**src/rtl/screen_sequencer_pkg.sv**
```systemverilog
// Shared types for the screen sequencer: screen identifiers, FSM states and
// the full-brightness fade level.
package screen_pkg;

  localparam int FADE_MAX = 16;

  typedef enum logic [1:0] {
    SCR_TITLE  = 2'd0,
    SCR_PLAY   = 2'd1,
    SCR_RESULT = 2'd2
  } screen_t;

  typedef enum logic [2:0] {
    S_TITLE    = 3'd0,
    S_PLAY     = 3'd1,
    S_RESULT   = 3'd2,
    S_FADE_OUT = 3'd3,
    S_FADE_IN  = 3'd4
  } state_t;

endpackage

```
**src/rtl/screen_sequencer_fade_scaler.sv**
```systemverilog
// One colour channel scaled by a brightness level 0..16:
// out = (ch * level) >> 4. Level 16 passes the channel through, 0 is black.
module fade_scaler (
  input  logic [3:0] ch_i,
  input  logic [4:0] level_i,
  output logic [3:0] ch_o
);

  logic [7:0] prod;

  // 15 * 16 = 240 is the largest product, so 8 bits never overflow.
  always_comb begin
    prod = {4'b0000, ch_i} * {3'b000, level_i};
    ch_o = prod[7:4];
  end

endmodule

```
**src/rtl/screen_sequencer.sv**
```systemverilog
// Top-level screen controller. Runs TITLE -> PLAY -> RESULT -> TITLE with a
// frame-synchronous fade-out / fade-in between screens, selects which
// renderer drives the DAC and scales its colour by the current fade level.
module screen_sequencer
  import screen_pkg::*;
#(
  parameter int FADE_FRAMES        = 2,
  parameter int RESULT_HOLD_FRAMES = 120
) (
  input  logic        vga_clk,
  input  logic        Reset,
  input  logic [9:0]  DrawX,
  input  logic [9:0]  DrawY,
  input  logic        blank,
  input  logic        start,
  input  logic        game_over,
  input  logic        game_win,
  input  logic [11:0] title_rgb,
  input  logic [11:0] play_rgb,
  input  logic [11:0] result_rgb,
  output logic [3:0]  red,
  output logic [3:0]  green,
  output logic [3:0]  blue,
  output logic [1:0]  screen_sel,
  output logic [4:0]  fade_level,
  output logic        game_rst,
  output logic        result_win,
  output logic        busy,
  output state_t      dbg_state
);

  localparam int CW = 16;

  logic          origin_d, origin_q;
  logic          start_q;
  logic          frame_tick, start_edge, step_due;
  state_t        state_q;
  screen_t       target_q, screen_q;
  logic [4:0]    level_q;
  logic [CW-1:0] frame_cnt_q, hold_cnt_q;
  logic          game_rst_q, result_win_q;
  logic [11:0]   src_rgb;
  logic [3:0]    red_s, green_s, blue_s;

  assign origin_d   = (DrawX == 10'd0) && (DrawY == 10'd0);
  assign frame_tick = origin_d && !origin_q;
  assign start_edge = start && !start_q;
  assign step_due   = frame_tick && (frame_cnt_q == CW'(FADE_FRAMES - 1));

  // Previous-cycle copies for the frame-origin pulse and start edge detect.
  always_ff @(posedge vga_clk or posedge Reset) begin
    if (Reset) begin
      origin_q <= 1'b0;
      start_q  <= 1'b0;
    end else begin
      origin_q <= origin_d;
      start_q  <= start;
    end
  end

  // Game-flow FSM with its fade level, screen select, counters and pulses.
  always_ff @(posedge vga_clk or posedge Reset) begin
    if (Reset) begin
      state_q      <= S_TITLE;
      target_q     <= SCR_TITLE;
      screen_q     <= SCR_TITLE;
      level_q      <= 5'(FADE_MAX);
      frame_cnt_q  <= '0;
      hold_cnt_q   <= '0;
      game_rst_q   <= 1'b0;
      result_win_q <= 1'b0;
    end else begin
      game_rst_q <= 1'b0;
      case (state_q)
        S_TITLE: begin
          if (start_edge) begin
            state_q     <= S_FADE_OUT;
            target_q    <= SCR_PLAY;
            frame_cnt_q <= '0;
          end
        end
        S_PLAY: begin
          if (game_over) begin
            state_q      <= S_FADE_OUT;
            target_q     <= SCR_RESULT;
            result_win_q <= game_win;
            frame_cnt_q  <= '0;
          end
        end
        S_RESULT: begin
          // Edges before the hold expires are simply dropped.
          if (start_edge && (hold_cnt_q == CW'(RESULT_HOLD_FRAMES))) begin
            state_q     <= S_FADE_OUT;
            target_q    <= SCR_TITLE;
            frame_cnt_q <= '0;
          end else if (frame_tick && (hold_cnt_q < CW'(RESULT_HOLD_FRAMES))) begin
            hold_cnt_q <= hold_cnt_q + 1'b1;
          end
        end
        S_FADE_OUT: begin
          if (step_due) begin
            frame_cnt_q <= '0;
            if (level_q != 5'd0) begin
              level_q <= level_q - 5'd1;
            end else begin
              // Screen swaps only while fully black, on a frame boundary.
              screen_q <= target_q;
              state_q  <= S_FADE_IN;
              if (target_q == SCR_PLAY) game_rst_q <= 1'b1;
            end
          end else if (frame_tick) begin
            frame_cnt_q <= frame_cnt_q + 1'b1;
          end
        end
        S_FADE_IN: begin
          if (step_due) begin
            frame_cnt_q <= '0;
            if (level_q != 5'(FADE_MAX)) begin
              level_q <= level_q + 5'd1;
            end else begin
              hold_cnt_q <= '0;
              case (screen_q)
                SCR_PLAY:   state_q <= S_PLAY;
                SCR_RESULT: state_q <= S_RESULT;
                default:    state_q <= S_TITLE;
              endcase
            end
          end else if (frame_tick) begin
            frame_cnt_q <= frame_cnt_q + 1'b1;
          end
        end
        default: state_q <= S_TITLE;
      endcase
    end
  end

  // Pick the renderer that owns the currently selected screen.
  always_comb begin
    case (screen_q)
      SCR_PLAY:   src_rgb = play_rgb;
      SCR_RESULT: src_rgb = result_rgb;
      default:    src_rgb = title_rgb;
    endcase
  end

  fade_scaler u_scale_r (.ch_i(src_rgb[11:8]), .level_i(level_q), .ch_o(red_s));
  fade_scaler u_scale_g (.ch_i(src_rgb[7:4]),  .level_i(level_q), .ch_o(green_s));
  fade_scaler u_scale_b (.ch_i(src_rgb[3:0]),  .level_i(level_q), .ch_o(blue_s));

  // DAC output register; blanking forces black in the same stage.
  always_ff @(posedge vga_clk or posedge Reset) begin
    if (Reset) begin
      red   <= 4'd0;
      green <= 4'd0;
      blue  <= 4'd0;
    end else if (!blank) begin
      red   <= 4'd0;
      green <= 4'd0;
      blue  <= 4'd0;
    end else begin
      red   <= red_s;
      green <= green_s;
      blue  <= blue_s;
    end
  end

  assign screen_sel = screen_q;
  assign fade_level = level_q;
  assign game_rst   = game_rst_q;
  assign result_win = result_win_q;
  assign busy       = (state_q == S_FADE_OUT) || (state_q == S_FADE_IN);
  assign dbg_state  = state_q;

endmodule

```
**config.mk**
```make
export PLATFORM = sky130hd
export DESIGN_NAME = screen_sequencer
export DESIGN_NICKNAME = d
export VERILOG_FILES = /design/src/rtl/screen_sequencer_pkg.sv /design/src/rtl/screen_sequencer_fade_scaler.sv /design/src/rtl/screen_sequencer.sv
export SDC_FILE = /design/constraint.sdc
export NUM_CORES = 1
export LEC_CHECK = 0
export BUFFER_PORTS_ARGS = -buffer_cell sky130_fd_sc_hd__buf_2
export CAP_MARGIN = 25
export CORE_MARGIN = 2
export CORE_UTILIZATION = 51
export CTS_CLUSTER_SIZE = 8
export DETAILED_ROUTE_END_ITERATION = 10
export GPL_ROUTABILITY_DRIVEN = 1
export PLACE_DENSITY = 0.87
export REMOVE_ABC_BUFFERS = 1
export SYNTH_ARGS = -nofsm -noshare
export SYNTH_HDL_FRONTEND = slang
export SYNTH_SLANG_ARGS = --single-unit
```
**constraint.sdc**
```tcl
create_clock -name vga_clk -period 4.3 [get_ports vga_clk]
set_input_delay 0.215 -clock vga_clk [delete_from_list [all_inputs] [get_ports vga_clk]]
set_output_delay 0.215 -clock vga_clk [all_outputs]
set_load 0.02 [all_outputs]
```
Word level (Yosys, flattened, before mapping). Index checks and enable logic that the tools add are counted.

Bits in registers: 60. Output and inout bits: 25. Logic and storage cells: 106. Bits of input ports: 62.

Multipliers: 3. $lt $le $gt $ge: 1. Bitwise logic cells: 1. Mux-type cells: 37. Equality and inequality tests: 22. Add/subtract/negate cells: 4. Reductions and logical operators: 25.

Operators with widths (count): 16-bit 2-to-1 mux (9); 16-bit one-hot mux with 4 select lines (1); 16-bit by 1-bit adder with 16-bit output (second input constant) (2); 16-bit one-hot mux with 2 select lines (1); 4-bit by 5-bit multiplier with 8-bit output (3); 12-bit one-hot mux with 2 select lines (1); 2-bit inequality test (second input constant) (11); 3-bit 2-to-1 mux (7); 10-bit zero test (2); 5-bit 2-to-1 mux (4); 16-bit by 1-bit equality test with 1-bit output (second input constant) (1); 16-bit by 7-bit equality test with 1-bit output (second input constant) (1); 16-bit by 7-bit less-than comparator with 1-bit output (second input constant) (1); 3-bit one-hot mux with 5 select lines (1); 5-bit AND reduction (3); 4-bit 2-to-1 mux (3); 5-bit one-hot mux with 2 select lines (1); 7-bit AND reduction (1); 3-bit by 2-bit equality test with 1-bit output (second input constant) (2); 1-bit logical AND (6); 2-bit 2-to-1 mux (3); 2-bit one-hot mux with 3 select lines (1); 5-bit by 1-bit adder with 5-bit output (second input constant) (1); 5-bit inequality test (second input constant) (1); other kinds (20) (26).

Longest topological paths before layout.
Depth in word-level cells: 7. Gate-level depth with buffers: 17.

Hierarchy. From an unflattened synthesis, not the netlist that was laid out.

Cells, all modules: 513. Area total of the unflattened synthesis: 4631.9 sq um.

Modules (own cells, without submodules): screen_sequencer (instances 1, cells each 348, seq. area each 1502.7 sq um, area each 3220.6 sq um); fade_scaler (instances 3, cells each 55, seq. area each 0.0 sq um, area each 470.5 sq um).

Worst setup path after synthesis. Ideal clock, no wire load.

Kind: reg-to-reg. Start point: register screen_q[0] (netlist: screen_sel[0]). End point: register blue[2]. Data required time: 4.181 ns. Path buffers: 2. Data arrival time: 4.025 ns. Clock period less this slack: 4.144 ns. Path slack: 0.156 ns. Stages on the path, launching flop included: 17. Cell sequence: dfrtp_1 > inv_1 > ha_1 > clkbuf_1 > buf_1 > o21ai_0 > and2_1 > fa_1 > inv_1 > fa_1 > inv_1 > ha_1 > a21o_1 > a41o_1 > a21oi_1 > xnor2_1 > and2_1.

Word-level cells in the longest chain between the ends: 4.

Ends and longest elaborated chain: start: declaration (line screen_sequencer.sv:38) `screen_t target_q, screen_q;`; start signal: assignment (line screen_sequencer.sv:107) `screen_q <= target_q;`; 2-bit equality test or 2-bit by 1-bit equality test with 1-bit output (tied branches) (line screen_sequencer.sv:139) `case (screen_q)`; 12-bit one-hot mux with 2 select lines * (line screen_sequencer.sv:139); 4-bit by 5-bit multiplier with 8-bit output * (line screen_sequencer_fade_scaler.sv:13) `prod = {4'b0000, ch_i} * {3'b000, level_i};`; 4-bit 2-to-1 mux * (line screen_sequencer.sv:156) `end else if (!blank) begin`; end signal: assignment (line screen_sequencer.sv:163) `blue <= blue_s;`; end: declaration (line screen_sequencer.sv:23) `output logic [3:0] blue,`.

Every way passes the cells marked *; elsewhere a longest branch is shown, timed or not. A chain may end at the register's enable or synchronous reset.

Worst setup path in the final report.
Start point: register screen_q[1] (netlist: screen_sel[1]). End point: register blue[2].

The elaborated chain is that of the path after synthesis.

==> metrics.csv <==
metric,value,unit
firstDrtPassIters,5,
placed_cells,695,
clk-insertion-delay-late,0.35,ns
cp_data_arrival_time,4.27,ns
ioPinCount,87,
yosysTopAreaCell,dfrtp_1,
clk_path_buf_depth,2,
ys.flop_type,dfrtp_1,
fin_crit,4.028,ns
grt_pass1_vias,4250,
period_share,93.67,%
fmax,248.3,MHz
viasPerCell,5.973,
ys_top_cells_by_area,"dfrtp_1, ha_1, fa_1",
antenna_cells,0,
worstSetupEndpointType,register,
pwr_density_cell,308.9,nW/um^2
slowest_delay,0.52,ns
p_leak,2.787,nW
syn_to_final_growth,15.38,%
cts_tree,built,
dieWidth,100.3,um
cp-start-kind,register,
dieArea,10050,sq um
ir_drop,291.8,uV
place_congestion,0.8515,
required,4.54,ns
maxCapViolCount,0,
antenna_found_initial,0,
path_max_fanout,13,
drtIter0Drc,235,
instances_no_fill,712,
critPathTopFamily,adder cells,
fin_skew,0.01497,ns
die_h,100.3,um
nNetsFinal,710,
synthArstFlopShare,100.0,%
core_area,9109,sq um
final-setup-viol-count,0,
worst_slew_pin_slew,0.9192,ns
outcome,"complete, no violations",
ys_seq_area_share,31.80,%
crit_path_start,screen_sel[1]$_DFFE_PP0P_,
yosysMostFrequentCell,dfrtp_1,
port_buffers,86,
ys.warnings.count,0,
synth-seq-cells,60,
slew_headroom,38.51,%
timing.hold.ws,0.07856,ns
synthDistinctLibCells,66,
p_total,0.001685,W
drcViolationCount,0,
hold_viol_final,0,
netlist_instances,515,
cts_buffers,9,
cts_sinks,60,
htreeDepth,3,
root_buffer,clkbuf_8,
grt_max_degree,61,
crit_buf_inv,2,
final_max_slew_viol_count,0,
drt-wirelength-per-cell,15.75,um
hp-class,input pin to async pin,
path_clk_slew,0.08,ns
netlist_top_cells_count,"dfrtp_1, nand2_1, and2_1",
r2r_cells,14,
rsz0062_at_grt,no,
synth.cell_area,4726,sq um
drive_gt1_share,21.13,%
detailed_place_hpwl,8.274,mm
vias,4253,
path_cells,inv_1 -> ha_1 -> a22oi_1 -> o21ai_1 -> nand2_1 -> fa_1 -> inv_1 -> fa_1 -> ha_1 -> and4_1 -> a41o_1 -> a21oi_1 -> xnor2_1 -> and2_1,
avgSynthCellArea,9.176,sq um
grt_usage,23.00,%
ant_nets,0,
start_util,51.88,%
wirelength,11.22,mm
rr_startpoint,screen_sel[1]$_DFFE_PP0P_,
grt_pass1_wl,18.62,mm
synth_top_area_share,31.24,%
grt_overflow,0,
synth_edf_count,0,
setup_tns,0,ns
rows,35,
path_class,register to register,
cp_num_cells,14,
cp_slowest_cell,fa_1,
power breakdown:
part	internal, W	leakage, nW	switching (W)	total (W)
combinational	0.000168	1.88	0.000299	0.000467
sequential	0.000591	0.807	0.0000585	0.000650
clock	0.000326	0.102	0.000242	0.000568
total	0.00109	2.79	0.000599	0.00168
state kept, by name, indices dropped and copies added (netlist names):
register and flops:
target_q 2, game_rst 1, screen_sel 2, result_win 1, hold_cnt_q 16, dbg_state 3
blue 4, fade_level 5, start_q 1, red 4, frame_cnt_q 16, green 4
origin_q 1
kinds of logic (layout without fill, tap and decap cells):
logic type               Yosys count  after routing  share of synthesized area [%]
adder cells (fa/ha/maj)           52             52                          16.31
AO/OA/AOI/OAI                    117            117                          17.24
AND/OR/NAND/NOR                  209            209                          24.94
multiplexers                       6              6                          1.403
buffers and inverters             51            137                          4.607
XOR/XNOR                          20             20                          3.707
flip-flops                        60             60                          31.80
repair_timing:
item,in CTS,in global routing
setup endpoints to repair,0,9
gates resized for setup,0,8
hold endpoints to repair,1,0
buffers inserted,0,0
hold buffers,1,0
layout by cell type (no fill, tap or decap), types with 9 or more instances in the layout:
| master | n |
|---|---|
| buf_2 | 86 |
| dfrtp_1 | 59 |
| nand2_1 | 57 |
| and2_1 | 40 |
| ha_1 | 35 |
| inv_1 | 30 |
| nor2_1 | 26 |
| o31ai_1 | 21 |
| a21oi_1 | 20 |
| nand3_1 | 18 |
| o21ai_0 | 17 |
| fa_1 | 16 |
| xnor2_1 | 15 |
| nor4_1 | 13 |
| a31oi_1 | 10 |
| o21ai_1 | 9 |
| a22oi_1 | 9 |
| clkbuf_8 | 9 |
worst register-to-register path, stage by stage, from the launching register on:
cell and delay, ns:
dfrtp_1 0.41, inv_1 0.07, ha_1 0.44, a22oi_1 0.18, o21ai_1 0.41, nand2_1 0.13
fa_1 0.52, inv_1 0.06, fa_1 0.49, ha_1 0.30, and4_1 0.22, a41o_1 0.28
a21oi_1 0.18, xnor2_1 0.07, and2_1 0.15
layer usage:
metal | vias to the layer above | GRT usage, % | wire (um)
met5 | - | 0 | 0
met4 | 0 | 10.96 | 318
met3 | 27 | 3.482 | 644
met2 | 161 | 40.53 | 5612
met1 | 2044 | 27.47 | 4639
li1 | 2021 | - | -
per-stage QoR:
| step | cell area (sq um) | util [%] | worst slack, ns |
|---|---|---|---|
| CTS | 5450 | 59.84 | 0.1023 |
| global route | 5453 | 59.86 | 0.03878 |
| detailed placement | 5224 | 57.35 | 0.1166 |
| global placement | 5224 | 57.35 | 0.2640 |
| finish | 5453 | 59.86 | 0.2721 |
| floorplan | 4624 | - | 0.3756 |
worst paths after layout:
path / to / slack [ns]
worst max-delay path: blue[2]$_DFF_PP0_ / 0.27
worst min-delay path: start_q$_DFF_PP0_ / 0.08
worst max register to register: blue[2]$_DFF_PP0_ / 0.27
worst min register to register: game_rst$_DFF_PP0_ / 0.52
max in group asynchronous: frame_cnt_q[6]$_DFFE_PP0P_ / 3.70
min in group vga_clk: result_win$_DFFE_PP0P_ / 0.11
cell type report:
| cell class | count | area [sq um] |
|---|---|---|
| Inverter | 31 | 116.4 |
| Multi-Input combinational cell | 404 | 3015 |
| Timing Repair Buffer | 90 | 462.9 |
| Clock inverter | 6 | 88.84 |
| Clock buffer | 10 | 127.6 |
| Tap cell | 111 | 138.9 |
| Sequential cell | 60 | 1503 |
| Fill cell | 755 | 3656 |
Power figures use the tool's default switching activity.
